`src/rtl/spi_dev_cfg_seq.sv`:
```
// spi_dev_cfg_seq: table-driven SPI device bring-up (ID check, table writes, final status poll).
// Per-entry read-back verification is compiled in when SPI_CFG_VERIFY_EN is defined.
module spi_dev_cfg_seq #(
    parameter int               CMD_W       = 24,
    parameter int               RD_W        = 8,
    parameter int               ADDR_W      = 7,
    parameter int               NUM_ENTRIES = 64,
    parameter logic [CMD_W-1:0] ID_CMD      = 24'h008003,
    parameter logic [RD_W-1:0]  ID_VAL      = 8'h53,
    parameter logic [CMD_W-1:0] FIN_CMD     = 24'h00801C,
    parameter logic [RD_W-1:0]  FIN_VAL     = 8'h01,
    parameter logic [RD_W-1:0]  FIN_MASK    = 8'hFF,
    parameter int               TIMEOUT_CYC = 65535,
    parameter int               MAX_RETRY   = 2
) (
    input  logic              clk,
    input  logic              rst,
    input  logic              i_cfg_start,
    output logic              o_spi_wr_cmd,
    output logic              o_spi_rd_cmd,
    output logic [CMD_W-1:0]  o_spi_wr_data,
    input  logic [RD_W-1:0]   i_spi_rd_data,
    input  logic              i_spi_busy,
    input  logic              i_spi_done,
    output logic [ADDR_W-1:0] o_tbl_addr,
    input  logic [CMD_W-1:0]  i_tbl_data,
    output logic              o_busy,
    output logic              o_done,
    output logic              o_error,
    output logic [2:0]        o_err_code,
    output logic [ADDR_W-1:0] o_err_addr,
    output logic [3:0]        o_dbg_state
);
    localparam int TMR_W = $clog2(TIMEOUT_CYC + 1);
    localparam int RTY_W = (MAX_RETRY > 0) ? $clog2(MAX_RETRY + 1) : 1;

    typedef enum logic [3:0] {
        S_IDLE = 4'd0, S_ID_RD = 4'd1, S_ID_WAIT = 4'd2, S_FETCH = 4'd3,
        S_ENTRY_WR = 4'd4, S_WR_WAIT = 4'd5, S_VFY_RD = 4'd6, S_VFY_WAIT = 4'd7,
        S_FIN_RD = 4'd8, S_FIN_WAIT = 4'd9, S_DONE = 4'd10, S_ERR = 4'd11
    } state_t;

    state_t             state, state_n;
    logic               start_q, start_edge, accept;
    logic [ADDR_W:0]    idx, idx_n, idx_inc;
    logic [CMD_W-2:0]   entry;
    logic [RTY_W-1:0]   retry;
    logic [TMR_W-1:0]   timer;
    logic               fetch_ph, ph_n;
    logic               wr_pulse, rd_pulse, timer_clr, in_wait, timed_out;
    logic               retry_clr, retry_inc, entry_ld, done_set, err_set, adv_last;
    logic [CMD_W-1:0]   cmd_word;
    logic [2:0]         err_code_n;
    logic [ADDR_W-1:0]  err_addr_n;

    assign o_dbg_state = state;
    assign start_edge  = i_cfg_start & ~start_q;
    assign idx_inc     = idx + 1'b1;
    assign adv_last    = (idx_inc == (ADDR_W+1)'(NUM_ENTRIES));
    assign timed_out   = (timer == TMR_W'(TIMEOUT_CYC));
    assign in_wait     = (state == S_ID_WAIT) || (state == S_WR_WAIT) ||
                         (state == S_VFY_WAIT) || (state == S_FIN_WAIT);

    // Handshake with the SPI master: a command is issued (one-cycle wr/rd pulse with its word)
    // only in a cycle where i_spi_busy is low; the transaction completes on the i_spi_done pulse,
    // which also qualifies i_spi_rd_data. A done arriving with the timeout wins.
    always_comb begin
        state_n    = state;
        idx_n      = idx;
        ph_n       = 1'b0;
        accept     = 1'b0;
        wr_pulse   = 1'b0;
        rd_pulse   = 1'b0;
        cmd_word   = '0;
        timer_clr  = 1'b0;
        retry_clr  = 1'b0;
        retry_inc  = 1'b0;
        entry_ld   = 1'b0;
        done_set   = 1'b0;
        err_set    = 1'b0;
        err_code_n = 3'd0;
        err_addr_n = '0;
        case (state)
            S_IDLE, S_DONE, S_ERR: begin
                if (start_edge) begin
                    accept  = 1'b1;
                    idx_n   = '0;
                    state_n = S_ID_RD;
                end
            end
            S_ID_RD: begin
                if (!i_spi_busy) begin
                    rd_pulse  = 1'b1;
                    cmd_word  = ID_CMD;
                    timer_clr = 1'b1;
                    state_n   = S_ID_WAIT;
                end
            end
            S_ID_WAIT: begin
                if (i_spi_done) begin
                    retry_clr = 1'b1;
                    if (i_spi_rd_data == ID_VAL) begin
                        idx_n   = '0;
                        state_n = S_FETCH;
                    end else begin
                        err_set    = 1'b1;
                        err_code_n = 3'd1;
                        state_n    = S_ERR;
                    end
                end else if (timed_out) begin
                    err_set    = 1'b1;
                    err_code_n = 3'd2;
                    state_n    = S_ERR;
                end
            end
            S_FETCH: begin
                // Phase 0 presents the address; phase 1 captures the ROM word.
                retry_clr = 1'b1;
                if (!fetch_ph) begin
                    ph_n = 1'b1;
                end else begin
                    entry_ld = 1'b1;
                    state_n  = (&i_tbl_data) ? S_FIN_RD : S_ENTRY_WR;
                end
            end
            S_ENTRY_WR: begin
                if (!i_spi_busy) begin
                    wr_pulse  = 1'b1;
                    cmd_word  = {1'b0, entry};
                    timer_clr = 1'b1;
                    state_n   = S_WR_WAIT;
                end
            end
            S_WR_WAIT: begin
                if (i_spi_done) begin
`ifdef SPI_CFG_VERIFY_EN
                    state_n = S_VFY_RD;
`else
                    idx_n     = idx_inc;
                    retry_clr = 1'b1;
                    state_n   = adv_last ? S_FIN_RD : S_FETCH;
`endif
                end else if (timed_out) begin
                    err_set    = 1'b1;
                    err_code_n = 3'd2;
                    err_addr_n = idx[ADDR_W-1:0];
                    state_n    = S_ERR;
                end
            end
`ifdef SPI_CFG_VERIFY_EN
            S_VFY_RD: begin
                if (!i_spi_busy) begin
                    rd_pulse  = 1'b1;
                    cmd_word  = {1'b1, entry[CMD_W-2:RD_W], {RD_W{1'b0}}};
                    timer_clr = 1'b1;
                    state_n   = S_VFY_WAIT;
                end
            end
            S_VFY_WAIT: begin
                if (i_spi_done) begin
                    if (i_spi_rd_data == entry[RD_W-1:0]) begin
                        idx_n     = idx_inc;
                        retry_clr = 1'b1;
                        state_n   = adv_last ? S_FIN_RD : S_FETCH;
                    end else if (retry == RTY_W'(MAX_RETRY)) begin
                        err_set    = 1'b1;
                        err_code_n = 3'd3;
                        err_addr_n = idx[ADDR_W-1:0];
                        state_n    = S_ERR;
                    end else begin
                        retry_inc = 1'b1;
                        state_n   = S_ENTRY_WR;
                    end
                end else if (timed_out) begin
                    err_set    = 1'b1;
                    err_code_n = 3'd2;
                    err_addr_n = idx[ADDR_W-1:0];
                    state_n    = S_ERR;
                end
            end
`endif
            S_FIN_RD: begin
                if (!i_spi_busy) begin
                    rd_pulse  = 1'b1;
                    cmd_word  = FIN_CMD;
                    timer_clr = 1'b1;
                    state_n   = S_FIN_WAIT;
                end
            end
            S_FIN_WAIT: begin
                if (i_spi_done) begin
                    if ((i_spi_rd_data & FIN_MASK) == (FIN_VAL & FIN_MASK)) begin
                        done_set = 1'b1;
                        state_n  = S_DONE;
                    end else if (retry == RTY_W'(MAX_RETRY)) begin
                        err_set    = 1'b1;
                        err_code_n = 3'd4;
                        state_n    = S_ERR;
                    end else begin
                        retry_inc = 1'b1;
                        state_n   = S_FIN_RD;
                    end
                end else if (timed_out) begin
                    err_set    = 1'b1;
                    err_code_n = 3'd2;
                    state_n    = S_ERR;
                end
            end
            default: state_n = S_IDLE;
        endcase
    end

    always_ff @(posedge clk) begin
        if (rst) begin
            state         <= S_IDLE;
            start_q       <= 1'b0;
            idx           <= '0;
            entry         <= '0;
            retry         <= '0;
            timer         <= '0;
            fetch_ph      <= 1'b0;
            o_spi_wr_cmd  <= 1'b0;
            o_spi_rd_cmd  <= 1'b0;
            o_spi_wr_data <= '0;
            o_tbl_addr    <= '0;
            o_busy        <= 1'b0;
            o_done        <= 1'b0;
            o_error       <= 1'b0;
            o_err_code    <= 3'd0;
            o_err_addr    <= '0;
        end else begin
            state         <= state_n;
            start_q       <= i_cfg_start;
            idx           <= idx_n;
            fetch_ph      <= ph_n;
            o_spi_wr_cmd  <= wr_pulse;
            o_spi_rd_cmd  <= rd_pulse;
            o_spi_wr_data <= cmd_word;
            o_tbl_addr    <= idx_n[ADDR_W-1:0];
            o_busy        <= !(state_n == S_IDLE || state_n == S_DONE || state_n == S_ERR);
            if (entry_ld) entry <= i_tbl_data[CMD_W-2:0];
            if (retry_clr) retry <= '0;
            else if (retry_inc) retry <= retry + 1'b1;
            if (timer_clr) timer <= '0;
            else if (in_wait) timer <= timer + 1'b1;
            if (accept) begin
                o_done     <= 1'b0;
                o_error    <= 1'b0;
                o_err_code <= 3'd0;
                o_err_addr <= '0;
            end else begin
                if (done_set) o_done <= 1'b1;
                if (err_set) begin
                    o_error    <= 1'b1;
                    o_err_code <= err_code_n;
                    o_err_addr <= err_addr_n;
                end
            end
        end
    end
endmodule

```
`config.mk`:
```
export PLATFORM = sky130hd
export DESIGN_NAME = spi_dev_cfg_seq
export DESIGN_NICKNAME = d
export VERILOG_FILES = /design/src/rtl/spi_dev_cfg_seq.sv
export SDC_FILE = /design/constraint.sdc
export NUM_CORES = 1
export LEC_CHECK = 0
export BUFFER_PORTS_ARGS = -buffer_cell sky130_fd_sc_hd__buf_2
export CAP_MARGIN = 20
export CORE_ASPECT_RATIO = 1.25
export CORE_UTILIZATION = 50
export DETAILED_ROUTE_END_ITERATION = 12
export GPL_TIMING_DRIVEN = 1
export HOLD_SLACK_MARGIN = 0.15
export PLACE_DENSITY = 0.76
export REMOVE_ABC_BUFFERS = 1
export SLEW_MARGIN = 20
export SYNTH_ARGS = -nofsm -noshare
export SYNTH_HDL_FRONTEND = slang
export SYNTH_SLANG_ARGS = --single-unit
```
`constraint.sdc`:
```
create_clock -name clk -period 2.5 [get_ports clk]
set_input_delay 0.125 -clock clk [delete_from_list [all_inputs] [get_ports clk]]
set_output_delay 0.125 -clock clk [all_outputs]
set_load 0.02 [all_outputs]
```
# Word-level counts from Yosys, hierarchy flattened
# Index checks and enable logic that the tools add are counted.
classes:
  reduce_logical: 21
  n_addsub: 3
  mux: 59
  bitwise: 5
  eq_ne: 21
op_table:
  columns: ["cell", "count"]
  rows:
  - ["$pmux W23 S3", 1]
  - ["$mux W4", 12]
  - ["$mux W16", 2]
  - ["$mux W8", 4]
  - ["$pmux W4 S8", 1]
  - ["$eq A4 B4 Y1 const B", 6]
  - ["$pmux W8 S3", 1]
  - ["$reduce_and A24 Y1", 1]
  - ["$mux W1", 23]
  - ["$mux W23", 1]
  - ["$mux W7", 3]
  - ["$add A16 B1 Y16 const B", 1]
  - ["$eq A16 B16 Y1 const B", 1]
  - ["$eq A8 B7 Y1 const B", 2]
  - ["$reduce_or A2 Y1", 8]
  - ["$mux W3", 5]
  - ["$eq A4 B3 Y1 const B", 3]
  - ["$pmux W3 S3", 1]
  - ["$add A8 B1 Y8 const B", 1]
  - ["$eq A4 B2 Y1 const B", 2]
  - ["$eq A8 B1 Y1 const B", 1]
  - ["$logic_not A4 Y1", 2]
  - ["$mux W2", 3]
  - ["$ne A2 B2 Y1 const B", 3]
  - ["13 further kinds", 21]
word_totals:
  inputBits: 37
  ff_bits: 94
  output_inout_bits: 50
  elab_cells: 125

# Depth between registers and ports, before layout
# Gate-level depths: netlist of the first run.
depth:
  word_depth: 9
  ltp_mapped: 9

# Worst setup path before layout of the first run
# No wires, ideal clock.
synth_path:
  kind: "register to register"
  startpoint: "register state[0] (netlist: o_dbg_state[0])"
  endpoint: "register o_err_addr[6]"
  synth_period_minus_slack_ns: 2.002
  path_stages_with_launch: 9
  arrival_ns: 1.873
  setup_time_ns: 0.129
  slack_ns: 0.498
  cell_sequence: "dfxtp_1 > buf_4 > nand2b_2 > or3b_2 > a22oi_1 > o21ai_1 > buf_6 > a22oi_1 > nor2_1"
synth_between:
  elab_chain_len: 4
  elab_cells_between_ends: 11
synth_rtl:
  columns: ["element", "line_no", "rtl"]
  rows:
  - ["from (decl)", "43", "state_t state, state_n;"]
  - ["from (signal assigned)", "232", "state <= state_n;"]
  - ["$eq A4 B4 Y1 / $logic_not A4 Y1 (equally long branches)", "83", "case (state)"]
  - ["$reduce_or A3 Y1", "83", null]
  - ["$mux W1", "83", null]
  - ["$reduce_or A2 Y1 (no line)", null, null]
  - ["to (signal assigned)", "256", "o_err_addr <= err_addr_n;"]
  - ["to (decl)", "31", "output logic [ADDR_W-1:0] o_err_addr,"]
# Several ways; a longest one is shown, not always the timed one.
# A chain may end at the register's enable or synchronous reset.

# Worst setup path after layout of the first run
layout_path:
  startpoint: "register idx[1]"
  endpoint: "register o_busy"
layout_between:
  elab_chain_len: 9
  elab_cells_between_ends: 11
layout_rtl:
  columns: ["element", "line_no", "rtl"]
  rows:
  - ["from (decl)", "45", "logic [ADDR_W:0] idx, idx_n, idx_inc;"]
  - ["from (signal assigned)", "234", "idx <= idx_n;"]
  - ["$add A8 B1 Y8 (*)", "58", "assign idx_inc = idx + 1'b1;"]
  - ["$eq A8 B7 Y1 (*)", "59", "assign adv_last = (idx_inc == (ADDR_W+1)'(NUM_ENTRIES));"]
  - ["$mux W4 (*)", "141", "state_n = adv_last ? S_FIN_RD : S_FETCH;"]
  - ["$mux W4 (*)", "135", "if (i_spi_done) begin"]
  - ["$pmux W4 S8 (*)", "83", null]
  - ["$eq A4 B4 Y1 / $logic_not A4 Y1 (equally long branches)", "240", "o_busy <= !(state_n == S_IDLE || state_n == S_DONE || state_n == S_ERR);"]
  - ["$logic_or A1 B1 Y1", "240", null]
  - ["$logic_or A1 B1 Y1 (*)", "240", null]
  - ["$logic_not A1 Y1 (*)", "240", null]
  - ["to (signal assigned)", "240", null]
  - ["to (decl)", "27", "output logic o_busy,"]
# Every way passes the cells marked *; elsewhere a longest branch is shown, timed or not.

==> metrics.txt, run 1 <==
status=completed; initial antenna violation count=0; CTS Buffer Depth=2; Setup Fix Bufs, Post-CTS=0; Via Count=3709; vias per cell=5.49; leakage power=0.00195 µW; Area growth, synth to finish=22.2%; Synth area leader=dfxtp_1; post-synthesis sequential area ratio=46.0%; CORE AREA=7840 µm²; n_diodes=0; Slew Viols, Final=0; hold_ws=0.203 ns; max cap viols=0; Worst setup SP type=flip-flop; worst-margin pin slew=0.787 ns; Die Ht=103 µm; drt initial violations=184; CTS tree=built; Clock Sinks=93; number of synthesized register bits=93; Die W=82.5 µm; Post-synth EDFFs=0; vias in the first global route=3447; minimum clock period=2.29 ns; Fin. Hold Viols=0; Post-synth ARST share=0%; Setup crit end kind=flip-flop; internal power=2000 µW; synthesis warning total=0; ranking of synthesized cells by area=dfxtp_1, nand2_1, a21oi_1; P_sw=746 µW; Inserted Clock Buffers=9; unrepaired setup endpoints after global routing=false; Logic pwr share=10.8%; Commonest cells post-synth=dfxtp_1, nand2_1, a21oi_1, nor2_1, and2_1; Post-Syn Area per Cell=8.53 µm²; layout cells sized above 1=23.3%; post-route ant nets=0; total wire length=9740 µm; Pre-Repair DR Iteration Count=4; global-route usage over all layers=24.9%; Pwr Density=555 nW/µm²; clk_lat worst skew=0.37 ns; Max IR drop VDD=0.332 mV; Slew headroom=47.2%; Final Util=63.1%; GRT overflow=0; fillers=659; Post-Syn Instances=474; share of total power in the clock network=34.2%; Non-Filler Instances=675; std cell rows=36; maximum fanout along the worst path=9; Final period util=91.5%; first-pass GRT wire length=15900 µm; Final HPWL DP=6630 µm; top-count cell post-synth=dfxtp_1; Max Fclk=437 MHz; largest net degree at the start of global routing=39; cell count after placement=634; CP arrival=2.50 ns; post-synth top area share=46.0%; drt wl/cell=14.4 µm; Layout Skew=0.00988 ns; # DRC=0; CP Class=flip-flop to flip-flop; Final Wtd Congestion=0.856; starting density of the core=51.6%; boundary pin count=87; ys flop type=dfxtp_1; Clock Tree Root=clkbuf_8; final setup violating endpoints=0; final setup margin=0.212 ns; H-tree depth=3; sequential power share=55.0%; net total in the final layout=615; Cell Area, Synth=4050 µm²; Netlist cell types=65; I/O Buffers=85; Hold WC Path Type=input pin to flip-flop; Worst Path Required=2.71 ns; total chip power=2750 µW; pre-CTS setup slack=0.316 ns; die area=8460 µm²; Clock Pin Slew Worst Setup and Hold Paths=0.09 ns; Sw Share=27.2%
## sequential cells by signal (all words and copies together), names as in the netlist
register and count:
o_err_code 3, o_spi_rd_cmd 1, entry 23, idx 8, start_q 1, o_done 1
o_spi_wr_data 23, o_busy 1, o_error 1, o_dbg_state 4, fetch_ph 1, timer 16
o_err_addr 7, retry 2, o_spi_wr_cmd 1
## cell usage in the layout (no fill, tap or decap), drive strengths merged, types with 2 or more instances in the layout
cell type,count
mux2i,3
o21ai,13
a22oi,10
and3,3
buf,97
or3,8
nand2,71
a21o,2
nor2b,8
nor2,48
and4,2
a31oi,5
a311oi,3
a211o,2
nand3,12
nand2b,9
o21bai,2
a211oi,3
o32a,2
xor2,9
a41oi,2
and2,19
dlygate4sd3,25
or2,3
nor3b,5
nor3,10
inv,10
o31ai,2
a21oi,46
nor4,4
ha,3
nand4,13
o21a,3
dfxtp,93
clkbuf,10
xnor2,4
## layer usage
metal	part of all wire (%)	vias to the layer above	GRT usage, %
met2	52	136	42.8
met5	0	-	0
met3	5.6	19	7.17
met4	2.4	0	11.3
li1	-	1846	-
met1	40	1708	28.1
## cells by family (layout without fill, tap and decap cells)
group                    after synthesis  after routing  synth area share [%]
flip-flops                            93             93                  46.0
AND/OR/NAND/NOR                      220            220                  28.3
multiplexers                           4              4                  1.02
adder cells (fa/ha/maj)                3              3                 0.928
AO/OA/AOI/OAI                        102            102                  16.1
buffers and inverters                 38            144                  4.79
other                                  1              1                0.0927
XOR/XNOR                              13             13                  2.81
## power groups by stage
stage | Combinational (µW) | Clock (µW) | Sequential, µW
after floorplan | 123 | 0 | 1570
after global placement | 256 | 0 | 1540
after detailed placement | 262 | 0 | 1540
after CTS | 293 | 956 | 1510
after global routing | 327 | 1020 | 1510
final | 297 | 939 | 1510
## final timing paths
| path | from | end | slack, ns | depth (start not counted) |
|---|---|---|---|---|
| worst max-delay path | idx[1]$_SDFFE_PP0P_ | o_busy$_SDFF_PP0_ | 0.21 | 8 |
| worst min-delay path | i_spi_done | o_done$_SDFFE_PP0P_ | 0.20 | 3 |
| worst max register to register | idx[1]$_SDFFE_PP0P_ | o_busy$_SDFF_PP0_ | 0.21 | 8 |
| worst min register to register | fetch_ph$_SDFF_PP0_ | fetch_ph$_SDFF_PP0_ | 0.43 | 1 |
## area by class of cell
type                       count  area, µm²  area share [%]
clock buffer                  10        128            2.58
clock inverter                 6       53.8            1.09
inverter                       6       22.5           0.455
multi-input combinational    343       1990            40.3
sequential                    93       1860            37.7
tap                           95        119            2.40
timing repair buffer         122        766            15.5
## worst max-delay path, stage by stage (launching register included)
cell,delay [ns]
dfxtp_1,0.50
ha_1,0.31
nand2_1,0.12
nor3_1,0.22
a311oi_1,0.17
o32ai_1,0.37
o21ai_2,0.12
nor3_1,0.23
a221oi_2,0.09
## stage by stage
step | TNS (ns) | instance area (µm²)
after CTS | 0 | 4940
after global routing | 0 | 4940
after detailed placement | 0 | 4510
after floorplan | -1.85 | 3870
final | 0 | 4940
after global placement | 0 | 4510
## what timing repair did
action / CTS / global route
gates resized for setup: 0 / 0
endpoints found under the hold margin: 26 / 0
hold buffers: 25 / 0
Note: power is estimated with default switching activity, not from simulation.
==> inputs of run 2 (changes only) <==
--- a/config.mk
+++ b/config.mk
@@ -8,11 +8,11 @@
 export BUFFER_PORTS_ARGS = -buffer_cell sky130_fd_sc_hd__buf_2
 export CAP_MARGIN = 20
 export CORE_ASPECT_RATIO = 1.25
-export CORE_UTILIZATION = 50
+export CORE_UTILIZATION = 54
 export DETAILED_ROUTE_END_ITERATION = 12
 export GPL_TIMING_DRIVEN = 1
 export HOLD_SLACK_MARGIN = 0.15
-export PLACE_DENSITY = 0.76
+export PLACE_DENSITY = 0.81
 export REMOVE_ABC_BUFFERS = 1
 export SLEW_MARGIN = 20
 export SYNTH_ARGS = -nofsm -noshare
==> run 2 against run 1 <==
Count of clock-buffer cells in the layout rose by 1. Core utilization rose by 6.9 points. Cell count fell by 0.74%. Worst setup slack got worse by 0.0042 ns. Combinational power barely moved. Hold slack got worse by 0.012 ns. Register-to-register slack barely moved. Cell area rose by 0.51%. Non-clock buffer count did not move. Clock power rose by 13%. Critical path depth did not move.
==> metrics.txt, run 2 (same netlist as run 1, synthesis figures left out) <==
drt wl/cell=14.8 µm (was 14.4 µm); unrepaired setup endpoints after global routing=false (unchanged); # DRC=0 (unchanged); Worst R2R End=o_busy$_SDFF_PP0_ (unchanged); Layout Skew=0.00794 ns (was 0.00988 ns); DP Area=4510 µm² (about the same); Slew Viols, Final=0 (unchanged); Multi-input gate area=1990 µm² (unchanged); CTS resizes=0 (unchanged); Clock Sinks=93 (unchanged); status=completed (unchanged); Worst Path Required=2.74 ns (was 2.71 ns); post-route ant nets=0 (unchanged); net total in the final layout=615 (unchanged); CTS Buffer Depth=2 (unchanged); Fin. Hold Viols=0 (unchanged); Via Count=3767 (was 3709); vias in the first global route=3557 (was 3447); Clock Tree Root=clkbuf_8 (unchanged); total wire length=9950 µm (was 9740 µm); final setup margin=0.208 ns (was 0.212 ns); layout cells sized above 1=23.6% (was 23.3%); cell count after placement=630 (was 634); Non-Filler Instances=670 (was 675); biggest registers after layout=entry x23, o_spi_wr_data x23, timer x16 (unchanged); minimum clock period=2.29 ns (about the same); Final Wtd Congestion=0.876 (was 0.856); vias per cell=5.62 (was 5.49); Die W=79.4 µm (was 82.5 µm); CP Class=flip-flop to flip-flop (unchanged); Pre-Repair DR Iteration Count=5 (was 4); first-pass GRT wire length=16000 µm (was 15900 µm); register area=1860 µm² (unchanged); Clock Pin Slew Worst Setup and Hold Paths=0.09 ns (about the same); CP Cell Sequence=ha_1 > nand2_1 > nor3_1 > a311oi_1 > o32ai_1 > o21ai_2 > nor3_1 > a221oi_2 (unchanged); clk_lat worst skew=0.36 ns (was 0.37 ns); Setup crit end=o_busy$_SDFF_PP0_ (unchanged); CORE AREA=7100 µm² (was 7840 µm²); global-route usage over all layers=26.0% (was 24.9%); pre-CTS setup slack=0.295 ns (was 0.316 ns); Final HPWL DP=6610 µm (was 6630 µm); Max Fclk=436 MHz (was 437 MHz); largest net degree at the start of global routing=24 (was 39); Hold-fix buffers, CTS=24 (was 25); final setup violating endpoints=0 (unchanged); Final Instance Area=4970 µm² (was 4940 µm²); n_diodes=0 (unchanged); Most common cell on crit path=nor3_1 (unchanged); Worst Setup SP=idx[1]$_SDFFE_PP0P_ (unchanged); starting density of the core=56.9% (was 51.6%); I/O Buffers=85 (unchanged); Max IR drop VDD=0.455 mV (was 0.332 mV); GRT overflow=0 (unchanged); std cell rows=34 (was 36); worst r2r path cells=8 (unchanged); setup TNS=0 ns (unchanged); max cap viols=0 (unchanged); Slowest-stage cell, CP=dfxtp_1 (unchanged); worst reg2reg setup slack=0.21 ns (about the same); slowest stage delay, CP=0.50 ns (about the same); Pwr Density=578 nW/µm² (was 555 nW/µm²); Final Util=70.0% (was 63.1%); maximum fanout along the worst path=9 (unchanged); CP arrival=2.53 ns (was 2.50 ns); Final period util=91.7% (was 91.5%); Worst setup SP type=flip-flop (unchanged); most frequent cells in the layout=dfxtp_1, buf_2, nand2_1 (unchanged); Setup crit end kind=flip-flop (unchanged); Inserted Clock Buffers=9 (unchanged); die area=7840 µm² (was 8460 µm²); most common cell after layout, fill and taps aside=dfxtp_1 (unchanged); Critical R2R Launch=idx[1]$_SDFFE_PP0P_ (unchanged); H-tree depth=3 (unchanged); worst-margin pin slew=0.544 ns (was 0.787 ns); fillers=566 (was 659); drt initial violations=162 (was 184); Setup Fix Bufs, Post-CTS=0 (unchanged); boundary pin count=87 (unchanged); leakage power=0.00197 µW (was 0.00195 µW); initial antenna violation count=0 (unchanged); Slew headroom=63.7% (was 47.2%); CTS tree=built (unchanged); Die Ht=98.8 µm (was 103 µm); Hold WC Path Type=input pin to flip-flop (unchanged); Area growth, synth to finish=22.9% (was 22.2%)
## run 2: cell types whose count changed in the layout (fill, tap and decap cells not counted)
cell	before	now
inv_8	1	0
inv_6	3	2
bufinv_16	0	1
dlygate4sd3_1	25	24
clkbuf_8	9	11
clkbuf_1	1	0
buf_4	12	13
## run 2: where the power goes
group	leakage (µW)	switching [µW]	internal (µW)
logic	0.00111	171	126
registers	0.000750	17.7	1500
clock network	0.000107	537	526
## run 2: how the worst min path moves through the flow
stage | end | slack (ns) | startpoint | depth (start not counted)
2_1_floorplan | o_busy$_SDFF_PP0_ | 0.19 | rst | 1
3_3_place_gp | start_q$_SDFF_PP0_ | 0.38 | i_cfg_start | 2
3_5_place_dp | start_q$_SDFF_PP0_ | 0.39 | i_cfg_start | 2
4_1_cts | o_spi_rd_cmd$_SDFF_PP0_ | 0.17 | i_spi_busy | 3
5_1_grt | o_spi_rd_cmd$_SDFF_PP0_ | 0.19 | i_spi_busy | 3
6_report | o_spi_rd_cmd$_SDFF_PP0_ | 0.19 | i_spi_busy | 3
## run 2: stage by stage
stage          power (µW)  hold slack (ns)
2_1_floorplan        1690            0.191
3_3_place_gp         1800            0.377
3_5_place_dp         1810            0.385
4_1_cts              2880            0.175
5_1_grt              2970            0.190
6_report             2870            0.190
## run 2: final cells by class
class | count | share of cell area [%]
multi-input cells | 343 | 40.1
flip-flops and latches | 93 | 37.5
repair buffers | 122 | 15.4
clock buffers | 11 | 3.05
well taps | 90 | 2.27
clock inverters | 5 | 1.28
inverters | 6 | 0.453
## run 2: worst max-delay path: cells and delay by family, from the launching register on
family / cells / cell delay (ns)
AO/OA/AOI/OAI: 4 / 0.75
AND/OR/NAND/NOR: 3 / 0.59
flip-flops: 1 / 0.50
adder cells (fa/ha/maj): 1 / 0.33
## run 2: layer usage
layer,global-route usage (%),vias to the layer above,wire length (µm)
li1,-,1856,-
met5,0,-,0
met2,47.8,140,5210
met1,29.3,1751,4020
met4,10.2,0,223
met3,4.63,20,491
==> inputs of run 3 (changes only) <==
--- a/config.mk
+++ b/config.mk
@@ -12,7 +12,7 @@
 export DETAILED_ROUTE_END_ITERATION = 12
 export GPL_TIMING_DRIVEN = 1
 export HOLD_SLACK_MARGIN = 0.15
-export PLACE_DENSITY = 0.81
+export PLACE_DENSITY = 0.79
 export REMOVE_ABC_BUFFERS = 1
 export SLEW_MARGIN = 20
 export SYNTH_ARGS = -nofsm -noshare
==> run 3 against run 2 <==
Cell area is 1.2% higher. Count of clock-buffer cells in the layout down 1. Fmax up 2.2%. Sequential power about the same.
==> metrics.txt, run 3 (same netlist as run 1, synthesis figures left out) <==
status=completed (unchanged); Setup Fix Bufs, Post-CTS=0 (unchanged); Worst R2R End=o_busy$_SDFF_PP0_ (unchanged); minimum clock period=2.24 ns (was 2.29 ns); Hold Path End=o_spi_wr_data[15]$_SDFF_PP0_ (was o_spi_rd_cmd$_SDFF_PP0_); Non-Filler Instances=673 (was 670); Slew headroom=47.9% (was 63.7%); Clock Tree Root=clkbuf_8 (unchanged); P_sw=718 µW (was 726 µW); CP arrival=2.47 ns (was 2.53 ns); Multi-input gate area=1990 µm² (unchanged); biggest registers after layout=entry x23, o_spi_wr_data x23, timer x16 (unchanged); Final Instance Area=5030 µm² (was 4970 µm²); layout cells sized above 1=23.5% (was 23.6%); clk_lat worst skew=0.35 ns (was 0.36 ns); leakage power=0.00200 µW (was 0.00197 µW); CP Cell Sequence=ha_1 > nand2_1 > nor3_1 > a311oi_1 > or2_1 > o32a_1 > nor2_2 > a221oi_2 (was ha_1 > nand2_1 > nor3_1 > a311oi_1 > o32ai_1 > o21ai_2 > nor3_1 > a221oi_2); Final Util=70.8% (was 70.0%); Area growth, synth to finish=24.3% (was 22.9%); share of total power in the clock network=40.0% (was 37.0%); n_diodes=0 (unchanged); Buf+Inv Stages, Crit Path=0 (unchanged); hold_ws=0.190 ns (about the same); unrepaired setup endpoints after global routing=false (unchanged); Sw Share=23.8% (was 25.3%); drt wl/cell=14.1 µm (was 14.8 µm); CTS tree=built (unchanged); Inserted Clock Buffers=9 (unchanged); Hold WC Path Type=input pin to flip-flop (unchanged); register area=1860 µm² (unchanged); Slew Viols, Final=0 (unchanged); Max IR drop VDD=0.360 mV (was 0.455 mV); std cell rows=34 (unchanged); Slowest-stage cell, CP=dfxtp_1 (unchanged); drt initial violations=158 (was 162); CORE AREA=7100 µm² (unchanged); GRT overflow=0 (unchanged); starting density of the core=56.9% (unchanged); slowest stage delay, CP=0.50 ns (about the same); Via Count=3715 (was 3767); maximum fanout along the worst path=9 (unchanged); largest net degree at the start of global routing=33 (was 24); critical path's top delay family=simple AND/OR/NAND/NOR gates (was compound AO/OA/AOI/OAI gates); worst reg2reg setup slack=0.26 ns (was 0.21 ns); Logic pwr share=9.8% (was 10.4%); Critical R2R Launch=idx[1]$_SDFFE_PP0P_ (unchanged); most common cell after layout, fill and taps aside=dfxtp_1 (unchanged); CTS Buffer Depth=2 (unchanged); Worst Hold Depth=3 (unchanged); Setup crit end kind=flip-flop (unchanged); most frequent cells in the layout=dfxtp_1, buf_2, nand2_1 (unchanged); Max Fclk=446 MHz (was 436 MHz); fillers=542 (was 566); Final period util=89.7% (was 91.7%); min-delay src=i_spi_busy (unchanged); CP Class=flip-flop to flip-flop (unchanged); Final HPWL DP=6350 µm (was 6610 µm); initial antenna violation count=0 (unchanged); Layout Skew=0.0131 ns (was 0.00794 ns); Worst Path Required=2.73 ns (was 2.74 ns); Pre-Repair DR Iteration Count=7 (was 5); cell count after placement=631 (was 630); Pwr Density=601 nW/µm² (was 578 nW/µm²); Clock Sinks=93 (unchanged); max cap viols=0 (unchanged); vias per cell=5.52 (was 5.62); Clock Pin Slew Worst Setup and Hold Paths=0.10 ns (was 0.09 ns); vias in the first global route=3445 (was 3557); # DRC=0 (unchanged); final setup violating endpoints=0 (unchanged); I/O Buffers=85 (unchanged); first-pass GRT wire length=15500 µm (was 16000 µm); total wire length=9520 µm (was 9950 µm); die area=7840 µm² (unchanged); worst r2r path cells=8 (unchanged); boundary pin count=87 (unchanged); Die W=79.4 µm (unchanged); Fin. Hold Viols=0 (unchanged); H-tree depth=3 (unchanged); Worst setup SP type=flip-flop (unchanged); global-route usage over all layers=25.1% (was 26.0%); post-route ant nets=0 (unchanged); worst-margin pin slew=0.776 ns (was 0.544 ns); Final Wtd Congestion=0.881 (was 0.876); net total in the final layout=618 (was 615); internal power=2300 µW (was 2150 µW); Die Ht=98.8 µm (unchanged); total chip power=3020 µW (was 2870 µW); DP Area=4520 µm² (was 4510 µm²); sequential power share=50.2% (was 52.6%)
==> run 3: cell types whose count changed in the layout (fill, tap and decap cells not counted) <==
cell / previous run / this run
inv_6: 2 / 1
clkbuf_8: 11 / 9
inv_8: 0 / 1
clkbuf_1: 0 / 1
buf_4: 13 / 14
clkinv_4: 1 / 0
bufinv_16: 1 / 3
dlygate4sd3_1: 24 / 26
==> run 3: per-layer routing <==
metal,track usage [%],wire length (µm)
met2,45.0,4850
met5,0,0
met3,4.72,436
met4,7.97,122
met1,29.8,4110
==> run 3: cell type report <==
type                       count  share of cell area, %
clock inverter                 6                   2.34
inverter                       6                  0.448
sequential                    93                   37.0
multi-input combinational    343                   39.7
tap                           90                   2.24
clock buffer                  10                   2.54
timing repair buffer         125                   15.7
==> run 3: how the worst max path moves through the flow <==
stage / from / to / slack [ns] / cells past startpoint
2_1_floorplan: o_dbg_state[1]$_SDFF_PP0_ / o_busy$_SDFF_PP0_ / -0.37 / 6
4_1_cts: idx[1]$_SDFFE_PP0P_ / o_busy$_SDFF_PP0_ / 0.27 / 8
3_3_place_gp: idx[1]$_SDFFE_PP0P_ / o_busy$_SDFF_PP0_ / 0.39 / 8
6_report: idx[1]$_SDFFE_PP0P_ / o_busy$_SDFF_PP0_ / 0.26 / 8
5_1_grt: idx[1]$_SDFFE_PP0P_ / o_busy$_SDFF_PP0_ / 0.002 / 8
3_5_place_dp: idx[1]$_SDFFE_PP0P_ / o_busy$_SDFF_PP0_ / 0.36 / 8
==> run 3: worst reg2reg max path: stages (launching register included) <==
cell and delay, ns:
dfxtp_1 0.50, ha_1 0.31, nand2_1 0.13, nor3_1 0.23, a311oi_1 0.16, or2_1 0.27
o32a_1 0.34, nor2_2 0.13, a221oi_2 0.07
==> run 3: power by group through the flow <==
stage	clock network (µW)	logic [µW]	registers (µW)
global placement	0	255	1550
CTS	1230	292	1510
detailed placement	0	260	1550
global route	1280	324	1520
floorplan	0	123	1570
finish	1210	297	1520
==> run 3: stage by stage <==
step	TNS (ns)	setup slack [ns]
2_1_floorplan	-1.85	-0.373
3_3_place_gp	0	0.385
3_5_place_dp	0	0.363
4_1_cts	0	0.269
5_1_grt	0	0.00216
6_report	0	0.256
==> run 3: timing repair <==
| item | in CTS | in global routing |
|---|---|---|
| hold buffers | 26 | 0 |
| gates resized for setup | 0 | 0 |
| hold endpoints to repair | 25 | 0 |
